**src/rtl/satarx_deframer_pkg.sv**
```systemverilog
// Shared SATA link primitive encodings (33-bit link words, bit 32 = primitive),
// common to the RX deframer and the TX framer.
package satarx_deframer_pkg;

   localparam int unsigned LINK_W = 33;
   localparam int unsigned DATA_W = 32;

   localparam logic [LINK_W-1:0] SATA_SOF   = 33'h1_7cb5_3737;
   localparam logic [LINK_W-1:0] SATA_EOF   = 33'h1_7cb5_d5d5;
   localparam logic [LINK_W-1:0] SATA_HOLD  = 33'h1_7caa_d5d5;
   localparam logic [LINK_W-1:0] SATA_HOLDA = 33'h1_7caa_9595;
   localparam logic [LINK_W-1:0] SATA_ALIGN = 33'h1_bc4a_4a7b;

endpackage

```
**src/rtl/satarx_deframer.sv**
```systemverilog
// SATA RX deframer: strips SOF/EOF and in-frame primitives, emits payload as
// AXI-stream with TLAST. Optional error counter built when SATARX_ERRCNT_EN is defined.
module satarx_deframer
   import satarx_deframer_pkg::*;
#(
   parameter logic [LINK_W-1:0] P_SOF        = SATA_SOF,
   parameter logic [LINK_W-1:0] P_EOF        = SATA_EOF,
   parameter bit                OPT_LOWPOWER = 1'b0
) (
   input  logic              S_AXI_ACLK,
   input  logic              S_AXI_ARESET,
   input  logic              S_AXIS_TVALID,
   output logic              S_AXIS_TREADY,
   input  logic [LINK_W-1:0] S_AXIS_TDATA,
   output logic              M_AXIS_TVALID,
   input  logic              M_AXIS_TREADY,
   output logic [DATA_W-1:0] M_AXIS_TDATA,
   output logic              M_AXIS_TLAST,
   output logic              o_frame_err,
   output logic [15:0]       o_err_count
);

   typedef enum logic [1:0] {
      S_IDLE  = 2'd0,
      S_FIRST = 2'd1,
      S_DATA  = 2'd2
   } state_t;

   state_t            r_state;
   logic [DATA_W-1:0] r_held;
   logic [DATA_W-1:0] r_out_data;
   logic              r_out_valid;
   logic              r_out_last;
   logic              r_frame_err;

   logic w_acc;
   logic w_is_prim;
   logic w_is_sof;
   logic w_is_eof;

   // Input is accepted only when the output slot is free or draining this cycle.
   assign S_AXIS_TREADY = !r_out_valid || M_AXIS_TREADY;
   assign w_acc         = S_AXIS_TVALID && S_AXIS_TREADY;
   assign w_is_prim     = S_AXIS_TDATA[LINK_W-1];
   assign w_is_sof      = (S_AXIS_TDATA == P_SOF);
   assign w_is_eof      = (S_AXIS_TDATA == P_EOF);

   always_ff @(posedge S_AXI_ACLK) begin
      if (S_AXI_ARESET) begin
         r_state     <= S_IDLE;
         r_out_valid <= 1'b0;
         r_out_last  <= 1'b0;
         r_frame_err <= 1'b0;
         if (OPT_LOWPOWER) begin
            r_out_data <= '0;
            r_held     <= '0;
         end
      end else begin
         r_frame_err <= 1'b0;
         if (r_out_valid && M_AXIS_TREADY) begin
            r_out_valid <= 1'b0;
            r_out_last  <= 1'b0;
            if (OPT_LOWPOWER)
               r_out_data <= '0;
         end
         if (w_acc) begin
            case (r_state)
               S_IDLE: begin
                  if (w_is_sof)
                     r_state <= S_FIRST;
                  else if (!w_is_prim)
                     r_frame_err <= 1'b1;
               end
               S_FIRST: begin
                  if (!w_is_prim) begin
                     r_held  <= S_AXIS_TDATA[DATA_W-1:0];
                     r_state <= S_DATA;
                  end else if (w_is_eof) begin
                     r_frame_err <= 1'b1;
                     r_state     <= S_IDLE;
                  end
               end
               S_DATA: begin
                  // Held word leaves once its successor (data, EOF or SOF) is known.
                  if (!w_is_prim) begin
                     r_out_valid <= 1'b1;
                     r_out_data  <= r_held;
                     r_out_last  <= 1'b0;
                     r_held      <= S_AXIS_TDATA[DATA_W-1:0];
                  end else if (w_is_eof || w_is_sof) begin
                     r_out_valid <= 1'b1;
                     r_out_data  <= r_held;
                     r_out_last  <= 1'b1;
                     r_frame_err <= w_is_sof;
                     r_state     <= w_is_sof ? S_FIRST : S_IDLE;
                     if (OPT_LOWPOWER)
                        r_held <= '0;
                  end
               end
               default: r_state <= S_IDLE;
            endcase
         end
      end
   end

   assign M_AXIS_TVALID = r_out_valid;
   assign M_AXIS_TDATA  = r_out_data;
   assign M_AXIS_TLAST  = r_out_last;
   assign o_frame_err   = r_frame_err;

`ifdef SATARX_ERRCNT_EN
   logic [15:0] r_err_count;

   // Saturating count of framing-error pulses; cleared only by reset.
   always_ff @(posedge S_AXI_ACLK) begin
      if (S_AXI_ARESET)
         r_err_count <= 16'h0;
      else if (r_frame_err && (r_err_count != 16'hffff))
         r_err_count <= r_err_count + 16'h1;
   end

   assign o_err_count = r_err_count;
`else
   assign o_err_count = 16'h0;
`endif

endmodule

```
**config.mk**
```make
export PLATFORM = sky130hd
export DESIGN_NAME = satarx_deframer
export DESIGN_NICKNAME = d
export VERILOG_FILES = /design/src/rtl/satarx_deframer_pkg.sv /design/src/rtl/satarx_deframer.sv
export SDC_FILE = /design/constraint.sdc
export NUM_CORES = 1
export LEC_CHECK = 0
export ABC_AREA = 1
export CORE_UTILIZATION = 45
export CTS_CLUSTER_DIAMETER = 40
export DETAILED_ROUTE_END_ITERATION = 10
export HOLD_SLACK_MARGIN = 0.12
export PLACE_DENSITY = 0.83
export SETUP_SLACK_MARGIN = 0.02
export SLEW_MARGIN = 20
export SYNTH_ARGS = -nofsm -noshare
export SYNTH_HDL_FRONTEND = slang
export SYNTH_SLANG_ARGS = --single-unit
```
**constraint.sdc**
```tcl
create_clock -name S_AXI_ACLK -period 3.75 [get_ports S_AXI_ACLK]
set_input_delay 0.5625 -clock S_AXI_ACLK [delete_from_list [all_inputs] [get_ports S_AXI_ACLK]]
set_output_delay 0.5625 -clock S_AXI_ACLK [all_outputs]
set_load 0.03 [all_outputs]
```
==> summary.txt <==
STA
  – Final setup violation count: 0
  – Number of max-slew violations in the final report: 0
  – Share of the clock period used by the worst path after layout: 67.6%
  – Headroom to the max-slew limit: between 60% and 70%
  – Final number of hold-violating endpoints: 0
  – Transition time at the pin with the least slew margin: 0.590 ns
  – Setup clock skew after layout: ~0.0029 ns
  – Unrepaired setup endpoints after global routing: no
  – Sum of negative setup slack: 0 ns
  – Fin crit period: around 2.5 ns
  – Highest Clock Rate: slightly below 0.4 GHz

CTS
  – # resized after CTS: 0
  – Later-pin clock latency in the skew report: 0.34 ns
  – TritonCTS clock tree: yes
  – CTS Sinks: 69
  – Post-CTS Hold Buffers: 0
  – CTS Root Buffer Type: clkbuf_8
  – CTS H-tree lvls: 3
  – Clock Pin Slew Worst Setup and Hold Paths: ~0.070 ns
  – Setup fix buffers added after clock tree synthesis: 0
  – Number of buffers added by the clock tree synthesis step: 9
  – Maximum root-to-sink buffer count: 2

Worst setup path
  – Worst reg-to-reg setup slack: 1.66 ns
  – Most used cell along the critical path: nand2_1
  – FF-to-FF path depth: 7
  – Crit path arrival time: 2.55 ns
  – Critical Setup Path Class: input pin to flop
  – Crit path launch type: input pin
  – Endpoint of the worst register-to-register path: M_AXIS_TDATA[4]
  – Capturing element type of the critical path: flop
  – Worst R2R Start: r_state[0]
  – Max Fanout on Critical Path: 24
  – Critical-path cell list: clkdlybuf4s50_1 > nand2_1 > nor2_1 > nand2_1 > nor2_2 > nand3_1 > nand2_1 > nand2_1 > a21oi_4 > buf_4
  – Worst endpoint required time: 3.77 ns
  – Crit path largest cell delay: between 0.5 and 0.6 ns
  – Slowest stage cell, crit path: clkdlybuf4s50_1

Detailed routing
  – Average vias per placed instance: ~4.4
  – Aggregate routed wire length: approximately 4400 um
  – Detailed Routing Iterations Pass 1: 4
  – Number of nets with antenna violations after routing: 0
  – Drt wl/cell: approximately 12 um
  – Number of violations reported at the end of detailed-routing iteration 0: 156
  – Routed vias: 1565
  – Post-route DRC: 0

Global routing
  – First-pass GRT wire length: 6670 um
  – GRT Util Overall: 15.1%
  – Antenna violations before repair: 0
  – Largest net degree at the start of global routing: 25
  – GRT overflow: 0
  – Via count of the first global-routing pass: ~1500

Die
  – Die footprint: 6340 um^2
  – Core area: 5640 um^2
  – DIE HEIGHT: roughly 80 um
  – Number of top-level pins: just under 90
  – Die Span X: around 80 um
  – Effective utilization at floorplan: 48.0%
  – Number of core rows: 27

Synthesis
  – Top_reg_cell synth: edfxtp_1
  – Proportion of synthesized flip-flops having asynchronous set or reset: 0%
  – Most area-consuming cells after synthesis: edfxtp_1 71%, nand2_1 4.7%, buf_4 4.4%
  – Mapped Avg Cell Area: 13.9 um^2
  – Synth top area share: 70.9%
  – Cell area after synthesis: 2710 um^2
  – Unique masters post-synth: 25
  – Flip-flop and latch count after synthesis: 69
  – Yosys top cell by area: edfxtp_1
  – Most common library cells after synthesis: 64 x edfxtp_1, 34 x nand2_1, 24 x inv_1
  – Sequential element share of the synthesized area: 74.6%
  – Total of warnings raised by yosys: 0
  – Cell with the most instances after synthesis: edfxtp_1
  – Post-synth EDFFs: 64
  – Syn Inst Count: around 200

Placement
  – Port bufs: 72
  – Total placed cells including tap cells: 340
  – Dpl hpwl: 3340 um
  – Final RePlAce weighted congestion: 0.743

Hold path
  – Hold crit path type: flop to flop
  – End point of the worst hold path: M_AXIS_TDATA[23]
  – Beginning of the worst hold path: r_held[23]
  – Worst Hold Depth: 0

Pwr
  – Total chip power: 1560 uW
  – Share of total power consumed by net switching: 22.4%
  – NetSw: 349 uW
  – Leakage component of the power: 0.00139 uW
  – Fraction of power consumed by sequential logic: 54.7%
  – Clk pwr share: 36.6%
  – Internal: 1210 uW
  – Max rail drop VDD: 0.255 mV
  – Power density relative to cell area: 423 nW/um^2
  – Combinational share of power: 8.7%

Outcome
  – Status: finished, final reports clean

Layout
  – Layout overhead on the synthesized area: 36.1%
  – Area occupied by multi-input gates: 544 um^2
  – Non-Filler Instances: about 360
  – Fin util: 65.4%
  – Total number of nets in the final design: 320
  – Filler Cells Inserted: approximately 390
  – Area occupied by registers: 2020 um^2
  – Fraction of layout cells with a size suffix above 1: a little over an eighth
  – Antenna cells: 0

Flow run
  – Number of max-capacitance violations reported: 0
-- cell usage in the layout, fill, tap and decap left out, types with 2 or more instances in the layout --
| cell | netlist | routed |
|---|---|---|
| inv_1 | 24 | 24 |
| ha_1 | 4 | 4 |
| nand2_1 | 34 | 34 |
| a21oi_1 | 4 | 3 |
| nand2_2 | 5 | 5 |
| clkdlybuf4s50_1 | 0 | 72 |
| nand4_1 | 2 | 2 |
| clkbuf_8 | 0 | 9 |
| dfxtp_1 | 5 | 5 |
| a21oi_4 | 1 | 2 |
| nor2_1 | 18 | 17 |
| conb_1 | 1 | 16 |
| clkinv_2 | 0 | 4 |
| nand3_4 | 2 | 2 |
| nor2_2 | 3 | 4 |
| edfxtp_1 | 64 | 64 |
| nand3_1 | 2 | 2 |
-- flip-flops by register name, indices dropped and copies added, names as in the netlist --
register and count:
M_AXIS_TVALID 1, M_AXIS_TLAST 1, r_held 32, M_AXIS_TDATA 32, o_frame_err 1, r_state 2
-- cells by family (layout without fill, tap and decap cells) --
| group | count (synthesis) | after routing | synth area share [%] |
|---|---|---|---|
| buffers and inverters | 41 | 115 | 7.89 |
| adders and majority gates | 4 | 4 | 1.85 |
| other | 1 | 16 | 0.138 |
| DFF | 69 | 69 | 74.6 |
| and+or+nand+nor | 72 | 72 | 13.6 |
| AOI/OAI and AO/OA | 8 | 8 | 1.94 |
-- through the flow --
stage | worst slack (ns) | hold WS (ns) | area, um^2
3_5_place_dp | 0.864 | 0.405 | 3500
6_report | 1.21 | 0.419 | 3690
2_1_floorplan | 0.498 | 0.400 | 2770
3_3_place_gp | 0.905 | 0.400 | 3500
4_1_cts | 1.22 | 0.419 | 3690
5_1_grt | 1.06 | 0.424 | 3690
-- worst max-delay path by stage --
| stage | from | end | slack, ns | depth (start not counted) |
|---|---|---|---|---|
| finish | S_AXIS_TDATA[14] | M_AXIS_TDATA[4] | 1.21 | 10 |
| global route | S_AXIS_TDATA[14] | M_AXIS_TDATA[4] | 1.06 | 10 |
| CTS | S_AXIS_TDATA[24] | M_AXIS_TDATA[4] | 1.22 | 11 |
| detailed placement | S_AXIS_TDATA[24] | M_AXIS_TDATA[3] | 0.86 | 11 |
| global placement | S_AXIS_TDATA[16] | M_AXIS_TDATA[3] | 0.91 | 10 |
| floorplan | S_AXIS_TDATA[24] | M_AXIS_TDATA[0] | 0.50 | 9 |
-- power by group through the flow --
| stage | Clock, uW | Sequential (uW) | Combinational [uW] |
|---|---|---|---|
| 3_3_place_gp | 0 | 871 | 132 |
| 2_1_floorplan | 0 | 879 | 76.8 |
| 3_5_place_dp | 0 | 871 | 135 |
| 4_1_cts | 582 | 854 | 136 |
| 6_report | 571 | 854 | 135 |
| 5_1_grt | 620 | 855 | 147 |
-- critical path: cells and delay by family --
kind | cells | cell delay [ns]
simple gates | 7 | 0.77
buf+inv | 2 | 0.89
compound gates | 1 | 0.31
-- final cells by class --
class	count	share of cell area, %
clock buffers	9	3.36
multi-input cells	100	14.8
well taps	72	2.44
clock inverters	7	1.80
flip-flops and latches	69	54.8
repair buffers	74	20.3
inverters	25	2.54
-- metal layers --
metal | vias up | wire length, um | GRT usage [%]
li1 | 790 | - | -
met1 | 698 | 1710 | 16.7
met2 | 66 | 2220 | 24.3
met3 | 11 | 382 | 6.51
met4 | 0 | 105 | 8.73
met5 | - | 0 | 0
Note: power is estimated with default switching activity, not from simulation.
